<file path="src/rtl/midi_stream_decoder_pkg.sv">
// Shared types and constants for the MIDI byte-stream decoder: message struct,
// status nibbles, byte-class boundaries and the active-sensing timeout.
package midi_stream_decoder_pkg;

    typedef logic [3:0] channel_t;

    localparam logic [3:0] STAT_NOTE_OFF    = 4'h8;
    localparam logic [3:0] STAT_NOTE_ON     = 4'h9;
    localparam logic [3:0] STAT_POLY_AT     = 4'hA;
    localparam logic [3:0] STAT_CC          = 4'hB;
    localparam logic [3:0] STAT_PROGRAM     = 4'hC;
    localparam logic [3:0] STAT_CHAN_PRESS  = 4'hD;
    localparam logic [3:0] STAT_PITCH_BEND  = 4'hE;

    localparam logic [7:0] REALTIME_MIN = 8'hF8;
    localparam logic [7:0] SYSEX_START  = 8'hF0;
    localparam logic [7:0] SYSEX_END    = 8'hF7;
    localparam logic [7:0] ACTIVE_SENSE = 8'hFE;

    // 300 ms at 50 MHz
    localparam int ACTIVE_SENSE_TIMEOUT = 15_000_000;

    typedef struct packed {
        logic [3:0] msg_type;
        channel_t   channel;
        logic [6:0] data1;
        logic [6:0] data2;
    } chan_message_t;

    typedef enum logic [1:0] {
        ST_IDLE    = 2'd0,
        ST_WAIT_D1 = 2'd1,
        ST_WAIT_D2 = 2'd2,
        ST_SYSEX   = 2'd3
    } parser_state_t;

    // Note-on with zero velocity becomes note-off; note-off never carries velocity.
    function automatic chan_message_t build_msg(input logic [3:0] t, input channel_t ch,
                                                input logic [6:0] d1, input logic [6:0] d2);
        chan_message_t m;
        m.msg_type = t;
        m.channel  = ch;
        m.data1    = d1;
        m.data2    = d2;
        if (t == STAT_NOTE_ON && d2 == 7'd0) m.msg_type = STAT_NOTE_OFF;
        if (m.msg_type == STAT_NOTE_OFF) m.data2 = 7'd0;
        return m;
    endfunction

endpackage

</file>
<file path="src/rtl/midi_stream_decoder_fifo.sv">
// First-word fall-through FIFO of decoded channel messages; full/empty from
// wrap-bit pointers. A push while full is accepted only alongside a pop.
module midi_msg_fifo
    import midi_stream_decoder_pkg::*;
#(
    parameter int DEPTH = 4
) (
    input  logic          clock_50_000_000,
    input  logic          reset_l,
    input  logic          push,
    input  chan_message_t push_data,
    input  logic          pop,
    output logic          full,
    output logic          valid,
    output chan_message_t head
);

    localparam int AW = $clog2(DEPTH);

    logic [AW:0]   wr_ptr, rd_ptr;
    chan_message_t mem [DEPTH];
    logic          do_push, do_pop;

    assign valid   = (wr_ptr != rd_ptr);
    assign full    = (wr_ptr[AW] != rd_ptr[AW]) && (wr_ptr[AW-1:0] == rd_ptr[AW-1:0]);
    assign do_pop  = pop && valid;
    assign do_push = push && (!full || do_pop);
    assign head    = mem[rd_ptr[AW-1:0]];

    always_ff @(posedge clock_50_000_000 or negedge reset_l) begin
        if (!reset_l) begin
            wr_ptr <= '0;
            rd_ptr <= '0;
            for (int i = 0; i < DEPTH; i++) mem[i] <= '0;
        end else begin
            if (do_push) begin
                mem[wr_ptr[AW-1:0]] <= push_data;
                wr_ptr              <= wr_ptr + 1'b1;
            end
            if (do_pop) rd_ptr <= rd_ptr + 1'b1;
        end
    end

endmodule

</file>
<file path="src/rtl/midi_stream_decoder.sv">
// MIDI channel-voice parser with running status, SysEx skip and channel mask.
// Optional active-sensing watchdog enabled by defining MIDI_ACTIVE_SENSING_EN.
module midi_stream_decoder
    import midi_stream_decoder_pkg::*;
#(
    parameter logic [15:0] CHANNEL_MASK = 16'hFFFF,
    parameter int          FIFO_DEPTH   = 4
) (
    input  logic       clock_50_000_000,
    input  logic       reset_l,
    input  logic [7:0] data_in,
    input  logic       data_in_ready,
    output logic [3:0] msg_type,
    output logic [3:0] msg_channel,
    output logic [6:0] msg_data1,
    output logic [6:0] msg_data2,
    output logic       msg_valid,
    input  logic       msg_ready,
    output logic       overflow,
    output logic       sensing_lost
);

    parser_state_t state;
    logic [3:0]    rs_type;
    channel_t      rs_chan;
    logic [6:0]    d1_q;
    logic          push_q;
    chan_message_t push_msg;
    chan_message_t head;
    logic          fifo_full, pop, sense_expire;

    assign pop = msg_valid && msg_ready;

    always_ff @(posedge clock_50_000_000 or negedge reset_l) begin
        if (!reset_l) begin
            state    <= ST_IDLE;
            rs_type  <= '0;
            rs_chan  <= '0;
            d1_q     <= '0;
            push_q   <= 1'b0;
            push_msg <= '0;
        end else begin
            push_q <= 1'b0;
            if (sense_expire) begin
                state   <= ST_IDLE;
                rs_type <= '0;
                rs_chan <= '0;
            end else if (data_in_ready && data_in < REALTIME_MIN) begin
                if (data_in[7] && data_in < SYSEX_START) begin
                    rs_type <= data_in[7:4];
                    rs_chan <= data_in[3:0];
                    state   <= ST_WAIT_D1;
                end else if (data_in[7]) begin
                    rs_type <= '0;
                    rs_chan <= '0;
                    state   <= (data_in == SYSEX_START) ? ST_SYSEX : ST_IDLE;
                end else begin
                    // Completions leave the status latched so running status just works.
                    case (state)
                        ST_WAIT_D1: begin
                            if (rs_type == STAT_PROGRAM || rs_type == STAT_CHAN_PRESS) begin
                                push_q   <= CHANNEL_MASK[rs_chan];
                                push_msg <= build_msg(rs_type, rs_chan, data_in[6:0], 7'd0);
                            end else begin
                                d1_q  <= data_in[6:0];
                                state <= ST_WAIT_D2;
                            end
                        end
                        ST_WAIT_D2: begin
                            push_q   <= CHANNEL_MASK[rs_chan];
                            push_msg <= build_msg(rs_type, rs_chan, d1_q, data_in[6:0]);
                            state    <= ST_WAIT_D1;
                        end
                        default: ;
                    endcase
                end
            end
        end
    end

    always_ff @(posedge clock_50_000_000 or negedge reset_l) begin
        if (!reset_l) overflow <= 1'b0;
        else if (push_q && fifo_full && !pop) overflow <= 1'b1;
    end

`ifdef MIDI_ACTIVE_SENSING_EN
    localparam int AS_W = $clog2(ACTIVE_SENSE_TIMEOUT + 1);

    logic            armed;
    logic [AS_W-1:0] wd_cnt;

    // A byte arriving always reloads, so expiry can never coincide with a strobe.
    assign sense_expire = armed && (wd_cnt == AS_W'(1)) && !data_in_ready;

    always_ff @(posedge clock_50_000_000 or negedge reset_l) begin
        if (!reset_l) begin
            armed        <= 1'b0;
            wd_cnt       <= '0;
            sensing_lost <= 1'b0;
        end else begin
            sensing_lost <= sense_expire;
            if (data_in_ready && (armed || data_in == ACTIVE_SENSE)) begin
                armed  <= 1'b1;
                wd_cnt <= AS_W'(ACTIVE_SENSE_TIMEOUT);
            end else if (sense_expire) begin
                armed <= 1'b0;
            end else if (armed) begin
                wd_cnt <= wd_cnt - 1'b1;
            end
        end
    end
`else
    assign sense_expire = 1'b0;
    assign sensing_lost = 1'b0;
`endif

    midi_msg_fifo #(.DEPTH(FIFO_DEPTH)) u_fifo (
        .clock_50_000_000 (clock_50_000_000),
        .reset_l          (reset_l),
        .push             (push_q),
        .push_data        (push_msg),
        .pop              (pop),
        .full             (fifo_full),
        .valid            (msg_valid),
        .head             (head)
    );

    assign msg_type    = head.msg_type;
    assign msg_channel = head.channel;
    assign msg_data1   = head.data1;
    assign msg_data2   = head.data2;

endmodule

</file>
<file path="config.mk">
export PLATFORM = sky130hd
export DESIGN_NAME = midi_stream_decoder
export DESIGN_NICKNAME = d
export VERILOG_FILES = /design/src/rtl/midi_stream_decoder_pkg.sv /design/src/rtl/midi_stream_decoder_fifo.sv /design/src/rtl/midi_stream_decoder.sv
export SDC_FILE = /design/constraint.sdc
export NUM_CORES = 1
export LEC_CHECK = 0
export ABC_CLOCK_PERIOD_IN_PS = 5050
export CAP_MARGIN = 30
export CELL_PAD_IN_SITES_DETAIL_PLACEMENT = 0
export CELL_PAD_IN_SITES_GLOBAL_PLACEMENT = 2
export CORE_MARGIN = 5
export CORE_UTILIZATION = 45
export DETAILED_ROUTE_END_ITERATION = 8
export PLACE_DENSITY = 0.89
export REMOVE_ABC_BUFFERS = 1
export SLEW_MARGIN = 20
export SYNTH_ARGS = -nofsm -noshare
export SYNTH_HDL_FRONTEND = slang
export SYNTH_SLANG_ARGS = --single-unit
</file>
<file path="constraint.sdc">
create_clock -name clock_50_000_000 -period 5.05 [get_ports clock_50_000_000]
set_input_delay 0.505 -clock clock_50_000_000 [delete_from_list [all_inputs] [get_ports clock_50_000_000]]
set_output_delay 0.505 -clock clock_50_000_000 [all_outputs]
set_load 0.03 [all_outputs]
</file>
Yosys cells after proc, flatten, opt, wreduce, memory -nomap -nowiden. Memories as Yosys holds them, arrays and structs flattened. Cells that the tools add are included.

Flip-flop bits (word level): 135. Bits in read-only memories: 16. Bits of input ports: 12. Output and inout bits: 25. Logic and storage cells: 105. Memories: 1.

$add $sub $neg: 2. $lt $le $gt $ge: 6. Equal/unequal tests: 12. Mux-type cells: 29. Bitwise gates (word level): 5. Reduce and logical (&&, ||, !) cells: 22.

Memories: (name not given) (words 16, bits a word 1, rd ports 1, clocked after Yosys merged registers in 0, wr ports 0, RTL line midi_stream_decoder.sv:70) `push_q <= CHANNEL_MASK[rs_chan];`.

Operators with widths (count): bitwise mux 88 bit (1); two-way mux 22 bit (4); binary-select mux 22 bit (select 2 bit) (1); demux 22 bit (select 2 bit) (1); case mux 22 bit (2 select lines) (1); two-way mux 4 bit (9); equality test 4 bit, second input constant (4); less-than comparator 8 bit, second input constant (2); logical AND 1 bit (10); AND reduction 5 bit (2); equality test 8 bit, second input constant (1); two-way mux 2 bit (4); zero test 7 bit (1); two-way mux 7 bit (1); adder 3 x 1 -> 3 bit, second input constant (2); greater-or-equal comparator 3 bit, second input constant (2); inverter 2 -> 3 bit (2); less-than comparator 4 x 5 -> 1 bit, second input constant (1); two-way mux 1 bit (5); inequality test 4 bit, second input constant (1); case mux 2 bit (2 select lines) (1); nonzero test 2 bit (2); nonzero test 4 bit (1); less-than comparator 3 x 1 -> 1 bit, second input constant (1); other kinds (12) (16).

Logic depth before layout (Yosys ltp). Gate-level depths: netlist (run 1).

Depth after elaboration: 10. Gate-level depth with buffers: 7. Gate-level depth less buffers: 6.

By module. From an unflattened synthesis (run 1), not the netlist that was laid out.

Cell total of the unflattened synthesis: 409. Area total of the unflattened synthesis: 6159.7 um^2.

By module, submodules not included: midi_msg_fifo (instances 1, cells an instance 258, area each 4374.2 um^2, sequential area each 2352.3 um^2); midi_stream_decoder (instances 1, cells an instance 151, area each 1785.5 um^2, sequential area each 1026.0 um^2).

Worst setup path before layout (run 1). No wires, ideal clock.

Path type: reg2out. From: register u_fifo.rd_ptr[0]. To: output port msg_channel[3]. Data arrival time: 1.421 ns. Required time: 4.545 ns. Slack: 3.124 ns. Stages on the path, launching flop included: 4. Buffers on the path: 2. Cells stage by stage: dfrtp_1 > buf_4 > buf_2 > mux4_2.

Cells in the longest elaborated chain, start to end: 4.

RTL lines: from (decl) (RTL line midi_stream_decoder_fifo.sv:20) `logic [AW:0] wr_ptr, rd_ptr;`; from (signal assigned) (RTL line midi_stream_decoder_fifo.sv:40) `if (do_pop) rd_ptr <= rd_ptr + 1'b1;`; inverter 2 -> 3 bit (implied by the code) (RTL line midi_stream_decoder_fifo.sv:28) `assign head = mem[rd_ptr[AW-1:0]];`; binary-select mux 22 bit (select 2 bit) (RTL line midi_stream_decoder_fifo.sv:28); two-way mux 22 bit (implied by the code) (2 in series) (RTL line midi_stream_decoder_fifo.sv:28); to (decl) (RTL line midi_stream_decoder.sv:14) `output logic [3:0] msg_channel,`.

Every way passes these cells. The select of a mux whose other input is x is not followed.

Worst setup path after layout (run 1).
From: register u_fifo.rd_ptr[0]. To: output port msg_channel[0].

The elaborated chain is that of the path after synthesis.

==> results of run 1 <==
-- report_power, final --
group          switching [W]  internal [W]  leakage [nW]
combinational       0.000570      0.000735          1.56
sequential          0.000311       0.00143          1.81
clock               0.000412      0.000700         0.264
-- critical path: cells and delay by family, from the launching register on --
family	cells	cell delay, ps
buffers and inverters	2	1030
flip-flops	1	840
multiplexers	1	550
-- registers in the layout, indices dropped and copies added, names as in the netlist --
name,cells
u_fifo.mem,88
push_q,1
rs_chan,4
overflow,1
rs_type,4
state,2
u_fifo.wr_ptr,3
u_fifo.rd_ptr,3
push_msg,22
d1_q,7
-- metrics by stage --
step	util	area, sq um	worst slack, ps	hold WS (ps)
2_1_floorplan	-	6110	1870	209
3_3_place_gp	0.488	6720	2110	457
3_5_place_dp	0.490	6750	2050	457
4_1_cts	0.528	7280	1600	25.5
5_1_grt	0.529	7280	1520	46.3
6_report	0.529	7280	1700	34.2
-- cells by family after synthesis --
family,synth area share
mux,0.313
xor+xnor,0.0136
buf+inv,0.0293
other cells,0.000598
flops,0.539
compound gates,0.0441
simple gates,0.0461
fa+ha+maj,0.0140
-- worst max path at each step --
stage	startpoint	to	cells after the start
after floorplan	state[0]	push_msg[0]	6
after global placement	u_fifo.rd_ptr[0]	msg_data1[0]	3
after detailed placement	u_fifo.rd_ptr[0]	msg_channel[0]	3
after CTS	u_fifo.rd_ptr[0]	msg_channel[0]	3
after global routing	u_fifo.rd_ptr[0]	msg_channel[0]	3
final	u_fifo.rd_ptr[0]	msg_channel[0]	3
-- cell type report --
type / instances / area share
Sequential cell: 135 / 0.464
Multi-Input combinational cell: 242 / 0.373
Clock buffer: 23 / 0.0656
Timing Repair Buffer: 40 / 0.0557
Tap cell: 180 / 0.0309
Clock inverter: 5 / 0.00687
Inverter: 8 / 0.00412
-- cell usage after synthesis --
master	n
a22o_1	7
xnor2_1	5
a31oi_1	2
o21ai_0	17
nand2_4	4
nand3_1	2
mux2_2	18
and4b_1	1
inv_1	8
buf_4	2
o211a_1	1
nor2b_1	2
ha_1	7
mux4_2	22
conb_1	1
a21o_1	1
buf_2	3
o21a_1	2
and4_1	1
dfrtp_1	135
mux2i_1	8
xor2_1	1
mux2_4	79
nand2_1	40
o211ai_1	1
o311a_1	1
clkbuf_1	9
buf_6	8
or3_1	1
nor4_1	1
a41oi_4	1
or4_1	1
o31ai_1	2
xnor2_2	2
a41o_1	1
nor3b_1	1
or2_2	1
nor2_1	5
a21oi_1	3
-- metal layers --
layer  up-vias  track usage
li1       1539            -
met1      1782        0.223
met2        61        0.255
met3         4       0.0467
met4         0       0.0537
met5         -            0
==> results.toml, run 1 <==
[timing]
slew_headroom = 0.483
period_share = 0.663
skew_ps = 7.86
hold_viol_final = 0
fmax_mhz = 299
rsz0062_at_grt = "no"
setup-tns-final_ps = 0
drv_slew = 0
worst_slew_pin_slew_ps = 776
finalCriticalPeriod_ps = 3350
setup_viol = 0

[routing]
drt-initial-drc-count = 197
routed_wl_microns = 12200
route.met2.wl_microns = 5850
routedWlPerCell_microns = 19.2
dr_wl_met3_microns = 530
antenna_left = 0
viasPerCell = 5.35
post-route-drc-count = 0
drt_first_pass_iters = 4
vias = 3386
met1Wirelength_microns = 5730
highest-signal-layer = "met4"

[clock_network]
cts_tree = "yes"
cts_sinks = 135
post_cts_buffers = 0
htree_levels = 4
clk_pin_slew_worst_paths_ps = 50
cts_buffer_depth = 2
cts_resized = 0
cts_made_buffers = 17
holdBufCountCts = 0
clk-insertion-delay-late_ps = 410
cts_root_buf = "clkbuf_16"

[die]
ioPinCount = 37
die_w_microns = 128
dieArea_sq_mm = 0.0164
die_h_microns = 128
core_area_sq_mm = 0.0138
start_util = 0.455
rows = 43

[yosys]
synth_top_area_frac = 0.539
yosysTopAreaCell = "dfrtp_1"
seq_area_frac_synth = 0.539
netlist_instances = 407
avgSynthCellArea_sq_um = 15.4
syn-cell-area_sq_mm = 0.00627
ys_ff_latch = 135
ys_warn_count = 0
synth.area.top_cells = "dfrtp_1 54%, mux2_4 19%, mux4_2 7.9%, mux2_2 3.2%, nand2_1 2.4%"
ys_types = 39

[power_and_ir_drop]
power.leakage_nw = 3.63
finalPower_w = 0.00416
peakVddDrop_v = 0.000300
powerDensity_mw_per_mm2 = 571

[worst_hold_path]
min_path_type = "in2async"

[critical_path]
slowest_delay_ps = 840
r2r_cells = 4
cp-start-kind = "flip-flop"
required_ps = 4550
worstReg2RegStart = "u_fifo.rd_ptr[0]"
worstPathArrival_ps = 2840
cp-end-kind = "output port"
worst-path-max-fanout = 13
cpMaxStageDelayCell = "dfrtp_1"
r2r_setup_slack_ps = 2590
crit_chain = "buf_4 > mux4_2 > clkdlybuf4s50_1"
crit_type = "reg2out"
reg2reg_to = "u_fifo.mem[65]"

[grt]
grt_pass1_vias = 3872
grt_pass1_wl_microns = 20800
gr-total-overflow = 0
grt_max_degree = 56
antenna_found_initial = 0
track_usage = 0.164

[finish]
finalNetCount = 463
antenna_cells = 0
final_cell_mix = "135 x dfrtp_1, 79 x mux2_4, 40 x nand2_1"
n_fill_cell = 1171
multi_input_area_sq_mm = 0.00272
layout.cells.non_filler = 633
area_growth_pct = 16.2
drive_gt1_frac = 0.353
regArea_sq_mm = 0.00338
layout_commonest_cell = "dfrtp_1"

[placement]
dp_hpwl_microns = 7830
gp_congestion = 0.763
port_buffers = 35
place_inst = 605

[status]
outcome = "complete, no violations"

[job]
maxCapViolCount = 0
Power figures use the tool's default switching activity.
==> inputs of run 2 (changes only) <==
--- a/config.mk
+++ b/config.mk
@@ -5,14 +5,14 @@
 export SDC_FILE = /design/constraint.sdc
 export NUM_CORES = 1
 export LEC_CHECK = 0
-export ABC_CLOCK_PERIOD_IN_PS = 5050
+export ABC_CLOCK_PERIOD_IN_PS = 3100
 export CAP_MARGIN = 30
 export CELL_PAD_IN_SITES_DETAIL_PLACEMENT = 0
 export CELL_PAD_IN_SITES_GLOBAL_PLACEMENT = 2
 export CORE_MARGIN = 5
-export CORE_UTILIZATION = 45
+export CORE_UTILIZATION = 44
 export DETAILED_ROUTE_END_ITERATION = 8
-export PLACE_DENSITY = 0.89
+export PLACE_DENSITY = 0.88
 export REMOVE_ABC_BUFFERS = 1
 export SLEW_MARGIN = 20
 export SYNTH_ARGS = -nofsm -noshare
==> constraint.sdc (replaced) <==
create_clock -name clock_50_000_000 -period 3.1 [get_ports clock_50_000_000]
set_input_delay 0.31 -clock clock_50_000_000 [delete_from_list [all_inputs] [get_ports clock_50_000_000]]
set_output_delay 0.31 -clock clock_50_000_000 [all_outputs]
set_load 0.03 [all_outputs]
==> results.toml, run 2 (synthesized netlist as in run 1, its figures left out) <==
[status]
outcome = "complete, no violations"

[job]
maxCapViolCount = 0

[timing]
drv_slew = 0
finalCriticalPeriod_ps = 2860
skew_ps = 10.1
slew_headroom = 0.511
worst_slew_pin_slew_ps = 733
hold_viol_final = 0
fmax_mhz = 350
rsz0062_at_grt = "no"
setup_viol = 0
period_share = 0.922

[power_and_ir_drop]
swShare = 0.315
p_switching_w = 0.00219
p_comb_frac = 0.307
powerDensity_mw_per_mm2 = 945
peakVddDrop_v = 0.000436
clkPwrFrac = 0.282
seq_power_share = 0.411
p_int_w = 0.00477
power.leakage_nw = 3.68

[routing]
viasPerCell = 5.33
antenna_left = 0
post-route-drc-count = 0
drt-initial-drc-count = 214
drt_first_pass_iters = 4
routedWlPerCell_microns = 19.1
routed_wl_microns = 12300
vias = 3427

[die]
ioPinCount = 37
start_util = 0.450
dieArea_sq_mm = 0.0167
die_w_microns = 129
rows = 43
die_h_microns = 129
core_area_sq_mm = 0.0139

[finish]
max_flop_register = "u_fifo.mem"
top_regs = "u_fifo.mem (88), push_msg (22), d1_q (7)"
largest_reg_flops = 88
drive_gt1_frac = 0.369
utilization = 0.529
antenna_cells = 0
final_cell_mix = "135 x dfrtp_1, 79 x mux2_4, 40 x nand2_1"
finalNetCount = 469
area_growth_pct = 17.6
layout_commonest_cell = "dfrtp_1"
fin_area_sq_mm = 0.00737
n_fill_cell = 1123

[critical_path]
worstReg2RegStart = "u_fifo.rd_ptr[1]"
r2r_setup_slack_ps = 680
cp-start-kind = "flip-flop"
r2r_cells = 4
crit_type = "reg2out"
cp-end-kind = "output port"
worstPathArrival_ps = 2550
required_ps = 2790
reg2reg_to = "u_fifo.mem[21]"
worst-path-max-fanout = 11

[worst_hold_path]
min_path_type = "in2async"

[grt]
gr-total-overflow = 0
grt_pass1_wl_microns = 20700
grt_max_degree = 60
grt_pass1_vias = 3814
track_usage = 0.162
antenna_found_initial = 0

[clock_network]
post_cts_buffers = 0
clk_pin_slew_worst_paths_ps = 60
cts_root_buf = "clkbuf_16"
cts_sinks = 135
htree_levels = 4
cts_made_buffers = 17
cts_tree = "yes"
clk-insertion-delay-late_ps = 410
cts_buffer_depth = 2

[placement]
dp_hpwl_microns = 7800
place_area_sq_mm = 0.00678
gp_congestion = 0.808
port_buffers = 35
-- run 2: cell types whose count changed in the layout (fill, tap and decap cells not counted), sizes merged --
cell	change
buf	+5
bufinv	+1
clkbuf	-4
clkinv	+4
dlygate4sd3	+1
clkinvlp	+3
-- run 2: metal layers --
metal | up-vias | GRT usage | share of wire
met5 | - | 0 | 0
met4 | 0 | 0.0562 | 0.012
met3 | 10 | 0.0396 | 0.041
met2 | 60 | 0.253 | 0.49
met1 | 1804 | 0.223 | 0.46
li1 | 1553 | - | -
-- run 2: final cells by class --
class | instances | area (sq um) | area share
clock buffer | 19 | 453 | 0.0614
clock inverter | 13 | 130 | 0.0177
inverter | 8 | 30.0 | 0.00407
timing repair buffer | 46 | 445 | 0.0604
multi-input combinational | 242 | 2710 | 0.368
sequential | 135 | 3380 | 0.458
tap | 180 | 225 | 0.0305
-- run 2: power groups by stage --
| stage | Combinational [W] | Sequential (W) | Clock, W |
|---|---|---|---|
| 4_1_cts | 0.00218 | 0.00287 | 0.00200 |
| 3_5_place_dp | 0.00216 | 0.00288 | 0 |
| 3_3_place_gp | 0.00211 | 0.00285 | 0 |
| 6_report | 0.00214 | 0.00286 | 0.00196 |
| 5_1_grt | 0.00232 | 0.00296 | 0.00208 |
| 2_1_floorplan | 0.00153 | 0.00278 | 0 |
-- run 2: worst max-delay path, cell delays in order (launching register included) --
cell	delay, ps
dfrtp_1	610
buf_4	370
mux4_2	540
clkdlybuf4s50_1	610
-- run 2: stage by stage --
step                      setup WS, ps  TNS, ps  total power [W]  hold slack (ps)  cells
after detailed placement           615        0          0.00505              340    610
final                              243        0          0.00696              435    643
after global placement             696        0          0.00496              337    610
after global routing              65.3        0          0.00736              472    643
after floorplan                  -78.0     -546          0.00431             14.4    385
after CTS                          156        0          0.00705              442    643
-- run 2: what timing repair did --
action / CTS / global route
hold buffers: 1 / 0
resized for setup: 0 / 0
endpoints found under the hold margin: 42 / 0
-- run 2: worst max-delay path by stage --
stage	from	to	slack, ps
after floorplan	state[0]	push_msg[0]	-80
after global placement	u_fifo.rd_ptr[0]	msg_type[0]	700
after detailed placement	u_fifo.rd_ptr[0]	msg_channel[1]	620
after CTS	u_fifo.rd_ptr[0]	msg_type[0]	160
after global routing	u_fifo.rd_ptr[0]	msg_data2[1]	70
final	u_fifo.rd_ptr[0]	msg_type[0]	240
==> inputs of run 3 (changes only) <==
--- a/config.mk
+++ b/config.mk
@@ -12,6 +12,7 @@
 export CORE_MARGIN = 5
 export CORE_UTILIZATION = 44
 export DETAILED_ROUTE_END_ITERATION = 8
+export HOLD_SLACK_MARGIN = 0.02
 export PLACE_DENSITY = 0.88
 export REMOVE_ABC_BUFFERS = 1
 export SLEW_MARGIN = 20
==> results of run 3 <==
No change in the layout: final DEF, timing and power equal those of run 2.
